### src/rtl/ex_stage_md.sv
// Execute stage for the R/I/J pipeline: ALU, branch/jump condition, flags and EX/MEM registers,
// plus an iterative one-bit-per-cycle multiply/divide unit with HI/LO and a decode interlock.
module ex_stage_md #(
    parameter int              XLEN              = 32,
    parameter logic [XLEN-1:0] MD_SIGNED_DIV0_LO = '1
) (
    input  logic            clk,
    input  logic            rst,
    input  logic            in_valid,
    input  logic            flush,
    input  logic [31:0]     IRi,
    input  logic [XLEN-1:0] NPCi,
    input  logic [XLEN-1:0] Ai,
    input  logic [XLEN-1:0] Bi,
    input  logic [XLEN-1:0] Immi,
    output logic            stall_o,
    output logic            out_valid,
    output logic            cond,
    output logic [XLEN-1:0] ALUo,
    output logic            ZFo,
    output logic            OFo,
    output logic [XLEN-1:0] Bo,
    output logic [31:0]     IRo
);
    localparam int CW = $clog2(XLEN);

    localparam logic [5:0] OP_R     = 6'h00;
    localparam logic [5:0] OP_J     = 6'h02;
    localparam logic [5:0] OP_JAL   = 6'h03;
    localparam logic [5:0] OP_BEQ   = 6'h04;
    localparam logic [5:0] OP_BNE   = 6'h05;
    localparam logic [5:0] OP_ADDI  = 6'h08;
    localparam logic [5:0] OP_ADDIU = 6'h09;
    localparam logic [5:0] OP_SLTI  = 6'h0A;
    localparam logic [5:0] OP_ANDI  = 6'h0C;
    localparam logic [5:0] OP_ORI   = 6'h0D;
    localparam logic [5:0] OP_XORI  = 6'h0E;
    localparam logic [5:0] OP_LUI   = 6'h0F;
    localparam logic [5:0] OP_LW    = 6'h23;
    localparam logic [5:0] OP_SW    = 6'h2B;

    localparam logic [5:0] F_SLL   = 6'h00;
    localparam logic [5:0] F_SRL   = 6'h02;
    localparam logic [5:0] F_SRA   = 6'h03;
    localparam logic [5:0] F_MFHI  = 6'h10;
    localparam logic [5:0] F_MFLO  = 6'h12;
    localparam logic [5:0] F_ADD   = 6'h20;
    localparam logic [5:0] F_ADDU  = 6'h21;
    localparam logic [5:0] F_SUB   = 6'h22;
    localparam logic [5:0] F_SUBU  = 6'h23;
    localparam logic [5:0] F_AND   = 6'h24;
    localparam logic [5:0] F_OR    = 6'h25;
    localparam logic [5:0] F_XOR   = 6'h26;
    localparam logic [5:0] F_NOR   = 6'h27;
    localparam logic [5:0] F_SLT   = 6'h2A;
    localparam logic [5:0] F_SLTU  = 6'h2B;

    typedef enum logic {MD_IDLE, MD_BUSY} md_state_t;

    md_state_t           r_md_state;
    md_state_t           w_md_state_next;
    logic [CW-1:0]       r_md_cnt;
    logic [XLEN-1:0]     r_hi;
    logic [XLEN-1:0]     r_lo;
    logic [XLEN-1:0]     r_md_acc;
    logic [XLEN-1:0]     r_md_lo;
    logic [XLEN-1:0]     r_md_m;
    logic [XLEN-1:0]     r_md_dvd;
    logic                r_md_div;
    logic                r_md_div0;
    logic                r_md_neg_q;
    logic                r_md_neg_r;

    logic                r_out_valid;
    logic                r_cond;
    logic [XLEN-1:0]     r_alu;
    logic                r_zf;
    logic                r_of;
    logic [XLEN-1:0]     r_b;
    logic [31:0]         r_ir;

    logic [5:0]          w_op;
    logic [5:0]          w_funct;
    logic [4:0]          w_shamt;
    logic                w_is_mdop;
    logic                w_is_mf;
    logic                w_md_busy;
    logic                w_accept;
    logic                w_md_start;
    logic                w_md_done;
    logic [XLEN-1:0]     w_sum;
    logic [XLEN-1:0]     w_diff;
    logic [XLEN-1:0]     w_addi;
    logic [XLEN-1:0]     w_zimm;
    logic [XLEN-1:0]     w_lui;
    logic [XLEN-1:0]     w_alu;
    logic                w_cond;
    logic                w_of;

    assign w_op      = IRi[31:26];
    assign w_funct   = IRi[5:0];
    assign w_shamt   = IRi[10:6];
    assign w_is_mdop = (w_op == OP_R) && (w_funct[5:2] == 4'b0110);
    assign w_is_mf   = (w_op == OP_R) && ((w_funct == F_MFHI) || (w_funct == F_MFLO));
    assign w_md_busy = (r_md_state == MD_BUSY);

    // Only instructions that touch HI/LO wait for the MD unit; everything else flows past it.
    assign stall_o    = in_valid && w_md_busy && (w_is_mdop || w_is_mf);
    assign w_accept   = in_valid && !stall_o && !flush;
    assign w_md_start = w_accept && w_is_mdop;

    assign w_sum  = Ai + Bi;
    assign w_diff = Ai - Bi;
    assign w_addi = Ai + Immi;
    assign w_zimm = XLEN'(IRi[15:0]);
    assign w_lui  = XLEN'($signed({IRi[15:0], 16'h0000}));

    always_comb begin
        w_alu  = '0;
        w_cond = 1'b0;
        w_of   = 1'b0;
        case (w_op)
            OP_R: begin
                case (w_funct)
                    F_ADD: begin
                        w_alu = w_sum;
                        w_of  = (Ai[XLEN-1] == Bi[XLEN-1]) && (w_sum[XLEN-1] != Ai[XLEN-1]);
                    end
                    F_ADDU: w_alu = w_sum;
                    F_SUB: begin
                        w_alu = w_diff;
                        w_of  = (Ai[XLEN-1] != Bi[XLEN-1]) && (w_diff[XLEN-1] != Ai[XLEN-1]);
                    end
                    F_SUBU: w_alu = w_diff;
                    F_AND:  w_alu = Ai & Bi;
                    F_OR:   w_alu = Ai | Bi;
                    F_XOR:  w_alu = Ai ^ Bi;
                    F_NOR:  w_alu = ~(Ai | Bi);
                    F_SLT:  w_alu = {{(XLEN-1){1'b0}}, ($signed(Ai) < $signed(Bi))};
                    F_SLTU: w_alu = {{(XLEN-1){1'b0}}, (Ai < Bi)};
                    F_SLL:  w_alu = Bi << w_shamt;
                    F_SRL:  w_alu = Bi >> w_shamt;
                    F_SRA:  w_alu = $signed(Bi) >>> w_shamt;
                    F_MFHI: w_alu = r_hi;
                    F_MFLO: w_alu = r_lo;
                    default: w_alu = '0;
                endcase
            end
            OP_ADDI: begin
                w_alu = w_addi;
                w_of  = (Ai[XLEN-1] == Immi[XLEN-1]) && (w_addi[XLEN-1] != Ai[XLEN-1]);
            end
            OP_ADDIU, OP_LW, OP_SW: w_alu = w_addi;
            OP_SLTI: w_alu = {{(XLEN-1){1'b0}}, ($signed(Ai) < $signed(Immi))};
            OP_ANDI: w_alu = Ai & w_zimm;
            OP_ORI:  w_alu = Ai | w_zimm;
            OP_XORI: w_alu = Ai ^ w_zimm;
            OP_LUI:  w_alu = w_lui;
            OP_BEQ, OP_BNE: begin
                w_cond = (Ai == Bi) ^ (w_op == OP_BNE);
                w_alu  = NPCi + {Immi[XLEN-3:0], 2'b00};
            end
            OP_J, OP_JAL: begin
                w_cond = 1'b1;
                w_alu  = {NPCi[XLEN-1:28], IRi[25:0], 2'b00};
            end
            default: w_alu = '0;
        endcase
    end

    always_ff @(posedge clk) begin
        if (!rst || !w_accept) begin
            r_out_valid <= 1'b0;
            r_cond      <= 1'b0;
            r_alu       <= '0;
            r_zf        <= 1'b0;
            r_of        <= 1'b0;
            r_b         <= '0;
            r_ir        <= '0;
        end else begin
            r_out_valid <= 1'b1;
            r_cond      <= w_cond;
            r_alu       <= w_alu;
            r_zf        <= (w_alu == '0);
            r_of        <= w_of;
            r_b         <= Bi;
            r_ir        <= IRi;
        end
    end

    assign out_valid = r_out_valid;
    assign cond      = r_cond;
    assign ALUo      = r_alu;
    assign ZFo       = r_zf;
    assign OFo       = r_of;
    assign Bo        = r_b;
    assign IRo       = r_ir;

    // MD unit works on magnitudes; signs are reapplied when the final step writes HI/LO.
    logic                w_sgn;
    logic                w_a_neg;
    logic                w_b_neg;
    logic [XLEN-1:0]     w_a_mag;
    logic [XLEN-1:0]     w_b_mag;
    logic [XLEN:0]       w_mul_sum;
    logic [XLEN:0]       w_rs;
    logic                w_ge;
    logic [XLEN-1:0]     w_rs_sub;
    logic [XLEN-1:0]     w_acc_next;
    logic [XLEN-1:0]     w_lo_next;
    logic [2*XLEN-1:0]   w_prod_mag;
    logic [2*XLEN-1:0]   w_prod;
    logic [XLEN-1:0]     w_hi_res;
    logic [XLEN-1:0]     w_lo_res;

    assign w_sgn   = ~w_funct[0];
    assign w_a_neg = w_sgn && Ai[XLEN-1];
    assign w_b_neg = w_sgn && Bi[XLEN-1];
    assign w_a_mag = w_a_neg ? -Ai : Ai;
    assign w_b_mag = w_b_neg ? -Bi : Bi;

    assign w_mul_sum = {1'b0, r_md_acc} + (r_md_lo[0] ? {1'b0, r_md_m} : {(XLEN+1){1'b0}});
    assign w_rs      = {r_md_acc, r_md_lo[XLEN-1]};
    assign w_ge      = (w_rs >= {1'b0, r_md_m});
    assign w_rs_sub  = w_rs[XLEN-1:0] - r_md_m;

    always_comb begin
        if (r_md_div) begin
            w_acc_next = w_ge ? w_rs_sub : w_rs[XLEN-1:0];
            w_lo_next  = {r_md_lo[XLEN-2:0], w_ge};
        end else begin
            w_acc_next = w_mul_sum[XLEN:1];
            w_lo_next  = {w_mul_sum[0], r_md_lo[XLEN-1:1]};
        end
    end

    assign w_prod_mag = {w_acc_next, w_lo_next};
    assign w_prod     = r_md_neg_q ? -w_prod_mag : w_prod_mag;

    always_comb begin
        w_hi_res = w_prod[2*XLEN-1:XLEN];
        w_lo_res = w_prod[XLEN-1:0];
        if (r_md_div) begin
            if (r_md_div0) begin
                w_hi_res = r_md_dvd;
                w_lo_res = MD_SIGNED_DIV0_LO;
            end else begin
                w_hi_res = r_md_neg_r ? -w_acc_next : w_acc_next;
                w_lo_res = r_md_neg_q ? -w_lo_next : w_lo_next;
            end
        end
    end

    always_comb begin
        w_md_state_next = r_md_state;
        w_md_done       = 1'b0;
        case (r_md_state)
            MD_IDLE: if (w_md_start) w_md_state_next = MD_BUSY;
            MD_BUSY: begin
                if (r_md_cnt == CW'(XLEN-1)) begin
                    w_md_state_next = MD_IDLE;
                    w_md_done       = 1'b1;
                end
            end
            default: w_md_state_next = MD_IDLE;
        endcase
    end

    always_ff @(posedge clk) begin
        if (!rst) begin
            r_md_state <= MD_IDLE;
            r_md_cnt   <= '0;
            r_hi       <= '0;
            r_lo       <= '0;
            r_md_acc   <= '0;
            r_md_lo    <= '0;
            r_md_m     <= '0;
            r_md_dvd   <= '0;
            r_md_div   <= 1'b0;
            r_md_div0  <= 1'b0;
            r_md_neg_q <= 1'b0;
            r_md_neg_r <= 1'b0;
        end else begin
            r_md_state <= w_md_state_next;
            if (w_md_start) begin
                r_md_cnt   <= '0;
                r_md_acc   <= '0;
                r_md_lo    <= w_a_mag;
                r_md_m     <= w_b_mag;
                r_md_dvd   <= Ai;
                r_md_div   <= w_funct[1];
                r_md_div0  <= w_funct[1] && (Bi == '0);
                r_md_neg_q <= w_a_neg ^ w_b_neg;
                r_md_neg_r <= w_a_neg;
            end else if (w_md_busy) begin
                r_md_cnt <= r_md_cnt + 1'b1;
                r_md_acc <= w_acc_next;
                r_md_lo  <= w_lo_next;
            end
            if (w_md_done) begin
                r_hi <= w_hi_res;
                r_lo <= w_lo_res;
            end
        end
    end
endmodule

### config.mk
export PLATFORM = sky130hd
export DESIGN_NAME = ex_stage_md
export DESIGN_NICKNAME = d
export VERILOG_FILES = /design/src/rtl/ex_stage_md.sv
export SDC_FILE = /design/constraint.sdc
export NUM_CORES = 2
export LEC_CHECK = 0
export CAP_MARGIN = 20
export CELL_PAD_IN_SITES_DETAIL_PLACEMENT = 0
export CELL_PAD_IN_SITES_GLOBAL_PLACEMENT = 2
export CORE_ASPECT_RATIO = 1.5
export CORE_MARGIN = 4
export CORE_UTILIZATION = 36
export DETAILED_ROUTE_END_ITERATION = 16
export GPL_TIMING_DRIVEN = 0
export PLACE_DENSITY = 0.85
export SYNTH_ARGS = -nofsm -noshare
export SYNTH_HDL_FRONTEND = slang
export SYNTH_SLANG_ARGS = --single-unit
### constraint.sdc
create_clock -name clk -period 7.14 [get_ports clk]
set_input_delay 1.071 -clock clk [delete_from_list [all_inputs] [get_ports clk]]
set_output_delay 1.071 -clock clk [all_outputs]
set_load 0.01 [all_outputs]
==> results.py <==
metrics = {
    "run_status": {
        "outcome": "complete, but fails checks",
        "violations": "negative setup slack",
    },
    "sta": {
        "tightest_slew_ns": 1.346,
        "fin_ws_ns": -0.3165,
        "final.setup_skew_ns": 0.03571,
        "setup_viol": 1,
        "max_freq_ghz": 0.1341,
        "hold_violations": 0,
        "post-route-period-util": 1.044,
        "rsz0062_at_grt": "no",
        "period_needed_ns": 7.456,
        "slew_headroom": 0.09312,
        "slew_violations": 0,
    },
    "setup_path": {
        "crit_fanout": 10,
        "r2r_start": "r_md_m[20]",
        "timing_worst_setup_path_type": "in2reg",
        "crit_path_end_kind": "flip-flop",
        "required_ns": 7.72,
        "r2r_setup_slack_ns": 0.14,
        "rr_worst_depth": 24,
        "worstReg2RegEnd": "r_hi[26]",
        "worst-endpoint-arrival_ns": 8.03,
        "worst_setup_path_start_kind": "input pin",
    },
    "synth": {
        "synth_area_um2": 34440,
        "ys_seq_area_frac": 0.1755,
        "synth_nets": 5098,
        "synth_cells": 4623,
        "netlist.area_leader.share": 0.1755,
        "ys_top_cells_by_area": "dfxtp_1 18%, ha_1 11%, a21oi_1 5.9%",
        "synth_top_flop_cell": "dfxtp_1",
        "synth_top_area_cell": "dfxtp_1",
        "synth_warnings": 0,
        "yosys_register_bits": 302,
        "synth_cell_types": 115,
        "synth_edf_count": 0,
        "postSynth.asyncResetShare": 0,
        "synth.avg_cell_area_um2": 7.450,
    },
    "clocking": {
        "cts_made_buffers": 35,
        "clockBufferDepth": 3,
        "hold_buffers": 0,
        "cts.sinks": 302,
        "clockRootBuffer": "clkbuf_16",
        "htree_levels": 2,
        "clkLatencyLatePin_ns": 0.64,
        "clkSlewWorstSetupHoldPaths_ns": 0.06,
        "cts_tree": "built",
    },
    "layout": {
        "final_cell_mix": "500 x nor2_1, 405 x a21oi_1, 392 x nand2_1, 303 x ha_1, 301 x dfxtp_1",
        "final_util": 0.4316,
        "layout_commonest_cell": "nor2_1",
        "layout.nets": 5451,
        "finalNonFillerCells": 6294,
        "final_area_um2": 40840,
        "drive_gt1_frac": 0.07843,
        "area_delta_synth_final_pct": 18.58,
    },
    "hold_path": {
        "holdPathEnd": "r_md_dvd[3]",
        "hold_class": "reg2reg",
        "holdPathStages": 2,
        "min_from": "r_md_dvd[3]",
    },
    "route": {
        "vias_per_cell": 6.646,
        "met2_length_um": 112500,
        "drtAntennaViolNets": 0,
        "drc": 0,
        "routed_wl_um": 245800,
        "drt_iter0_markers": 4273,
        "top_layer": "met5",
        "vias": 41827,
        "wl_met3_um": 21990,
        "wire_per_inst_um": 39.06,
        "met1_length_um": 74140,
        "drt_first_pass_iters": 9,
    },
    "floorplan": {
        "rows": 138,
        "ioPinCount": 265,
        "dieArea_um2": 100800,
        "die_y_um": 386.8,
        "coreArea_um2": 94620,
        "die_w_um": 260.6,
        "initial_core_util": 0.3640,
    },
    "run": {
        "cap_viol_max_count": 0,
    },
    "pwr": {
        "power_w": 0.005373,
        "peakVddDrop_mv": 0.1682,
        "total_leakage_power_nw": 15.86,
        "powerDensity_nw_per_um2": 131.6,
    },
    "global_routing": {
        "grt_pass1_wl_um": 338800,
        "grt_overflow": 0,
        "grt_max_degree": 20,
        "antenna_found_initial": 37,
        "grt_util_all_layers": 0.4833,
        "grt_pass1_vias": 41913,
    },
    "place": {
        "place_ws_ns": -2.151,
        "dp_hpwl_um": 197200,
        "placed_cells": 6173,
        "gp_congestion": 1.080,
        "io_buffers": 262,
        "place_area_um2": 39000,
    },
}
worst max-delay path by stage:
stage	startpoint	endpoint	slack, ns	depth (start not counted)
final	IRi[0]	ZFo	-0.32	16
after global routing	IRi[0]	ZFo	0.02	16
after CTS	r_md_m[20]	r_hi[26]	0.002	24
after detailed placement	r_md_div	r_hi[26]	-2.15	22
after global placement	r_md_div	r_hi[26]	-2.16	22
after floorplan	r_md_m[13]	r_hi[26]	2.12	24
power by group:
part	leakage, nW	internal, W	switching [W]
logic	12.9	0.000587	0.00119
clock network	0.542	0.00101	0.000883
registers	2.44	0.00170	0.00000415
total	15.9	0.00329	0.00208
synthesized netlist by cell type (22+ instances only):
| library cell | count |
|---|---|
| o211ai_1 | 50 |
| nand3_1 | 83 |
| nand2_1 | 392 |
| o31ai_1 | 49 |
| inv_1 | 235 |
| nor2b_1 | 37 |
| dfxtp_1 | 302 |
| o221ai_1 | 27 |
| ha_1 | 305 |
| nand2b_1 | 34 |
| a22oi_1 | 25 |
| a21o_1 | 58 |
| nor4_1 | 47 |
| o21ai_0 | 289 |
| o21a_1 | 34 |
| a211oi_1 | 124 |
| nand4_1 | 54 |
| and3_1 | 25 |
| a222oi_1 | 36 |
| and2_1 | 85 |
| or3_1 | 34 |
| xnor2_1 | 204 |
| xor2_1 | 57 |
| mux4_2 | 75 |
| buf_1 | 34 |
| clkbuf_1 | 250 |
| nor3_1 | 122 |
| a31oi_1 | 52 |
| o21bai_1 | 41 |
| buf_2 | 35 |
| o41ai_1 | 22 |
| mux2i_1 | 93 |
| nor2_1 | 504 |
| a221oi_1 | 45 |
| a21oi_1 | 406 |
through the flow:
stage                     TNS, ns  hold WS, ns
after floorplan                 0       0.4249
after global placement     -33.18       0.4419
after detailed placement   -15.81       0.4481
after CTS                       0       0.4571
after global routing            0       0.4760
final                     -0.3165       0.4565
sequential cells by signal (all words and copies together) (netlist names):
register,cells
r_md_neg_q,1
r_md_m,32
OFo,1
cond,1
out_valid,1
r_md_div0,1
r_md_cnt,5
ALUo,32
r_hi,32
r_md_acc,32
r_md_div,1
r_md_state,1
r_md_neg_r,1
r_lo,32
Bo,32
IRo,32
r_md_dvd,32
r_md_lo,32
ZFo,1
logic make-up after synthesis:
logic type,share of synthesized area
simple gates,0.2126
compound gates,0.2852
buf+inv,0.06561
fa+ha+maj,0.1143
flops,0.1755
xor+xnor,0.06637
mux,0.08032
layout make-up:
type | instances | area, um2
multi-input cells | 3748 | 26380
clock buffers | 46 | 987.2
flip-flops and latches | 302 | 6047
clock inverters | 13 | 120.1
well taps | 1260 | 1577
inverters | 242 | 908.4
diodes | 36 | 90.09
fillers | 10219 | 53780
plain buffers | 327 | 1405
repair buffers | 320 | 3329
critical path: stages:
cell	delay [ns]
clkdlybuf4s50_1	0.52
clkbuf_1	0.63
clkbuf_2	0.46
buf_2	0.40
clkbuf_2	0.62
xor2_1	0.13
nand2_1	0.57
o221ai_1	0.40
a221oi_1	0.34
a31oi_1	0.27
nor3b_2	0.64
nand3_1	0.37
nor4_2	0.51
nand4_1	0.27
nor4_2	0.50
and4_1	0.25
timing repair:
action                                  CTS  global route
endpoints found under the setup margin   17            20
buffers inserted                          2             2
resized for setup                        38            31
pin swaps                                 1             1
endpoints found under the hold margin     0             0
routing by layer:
| layer | vias up | track usage |
|---|---|---|
| met5 | - | 0.006335 |
| met4 | 22 | 0.5570 |
| met3 | 1507 | 0.1944 |
| met2 | 2784 | 0.7665 |
| met1 | 19786 | 0.4323 |
| li1 | 17728 | - |
Note: power is estimated with default switching activity, not from simulation.
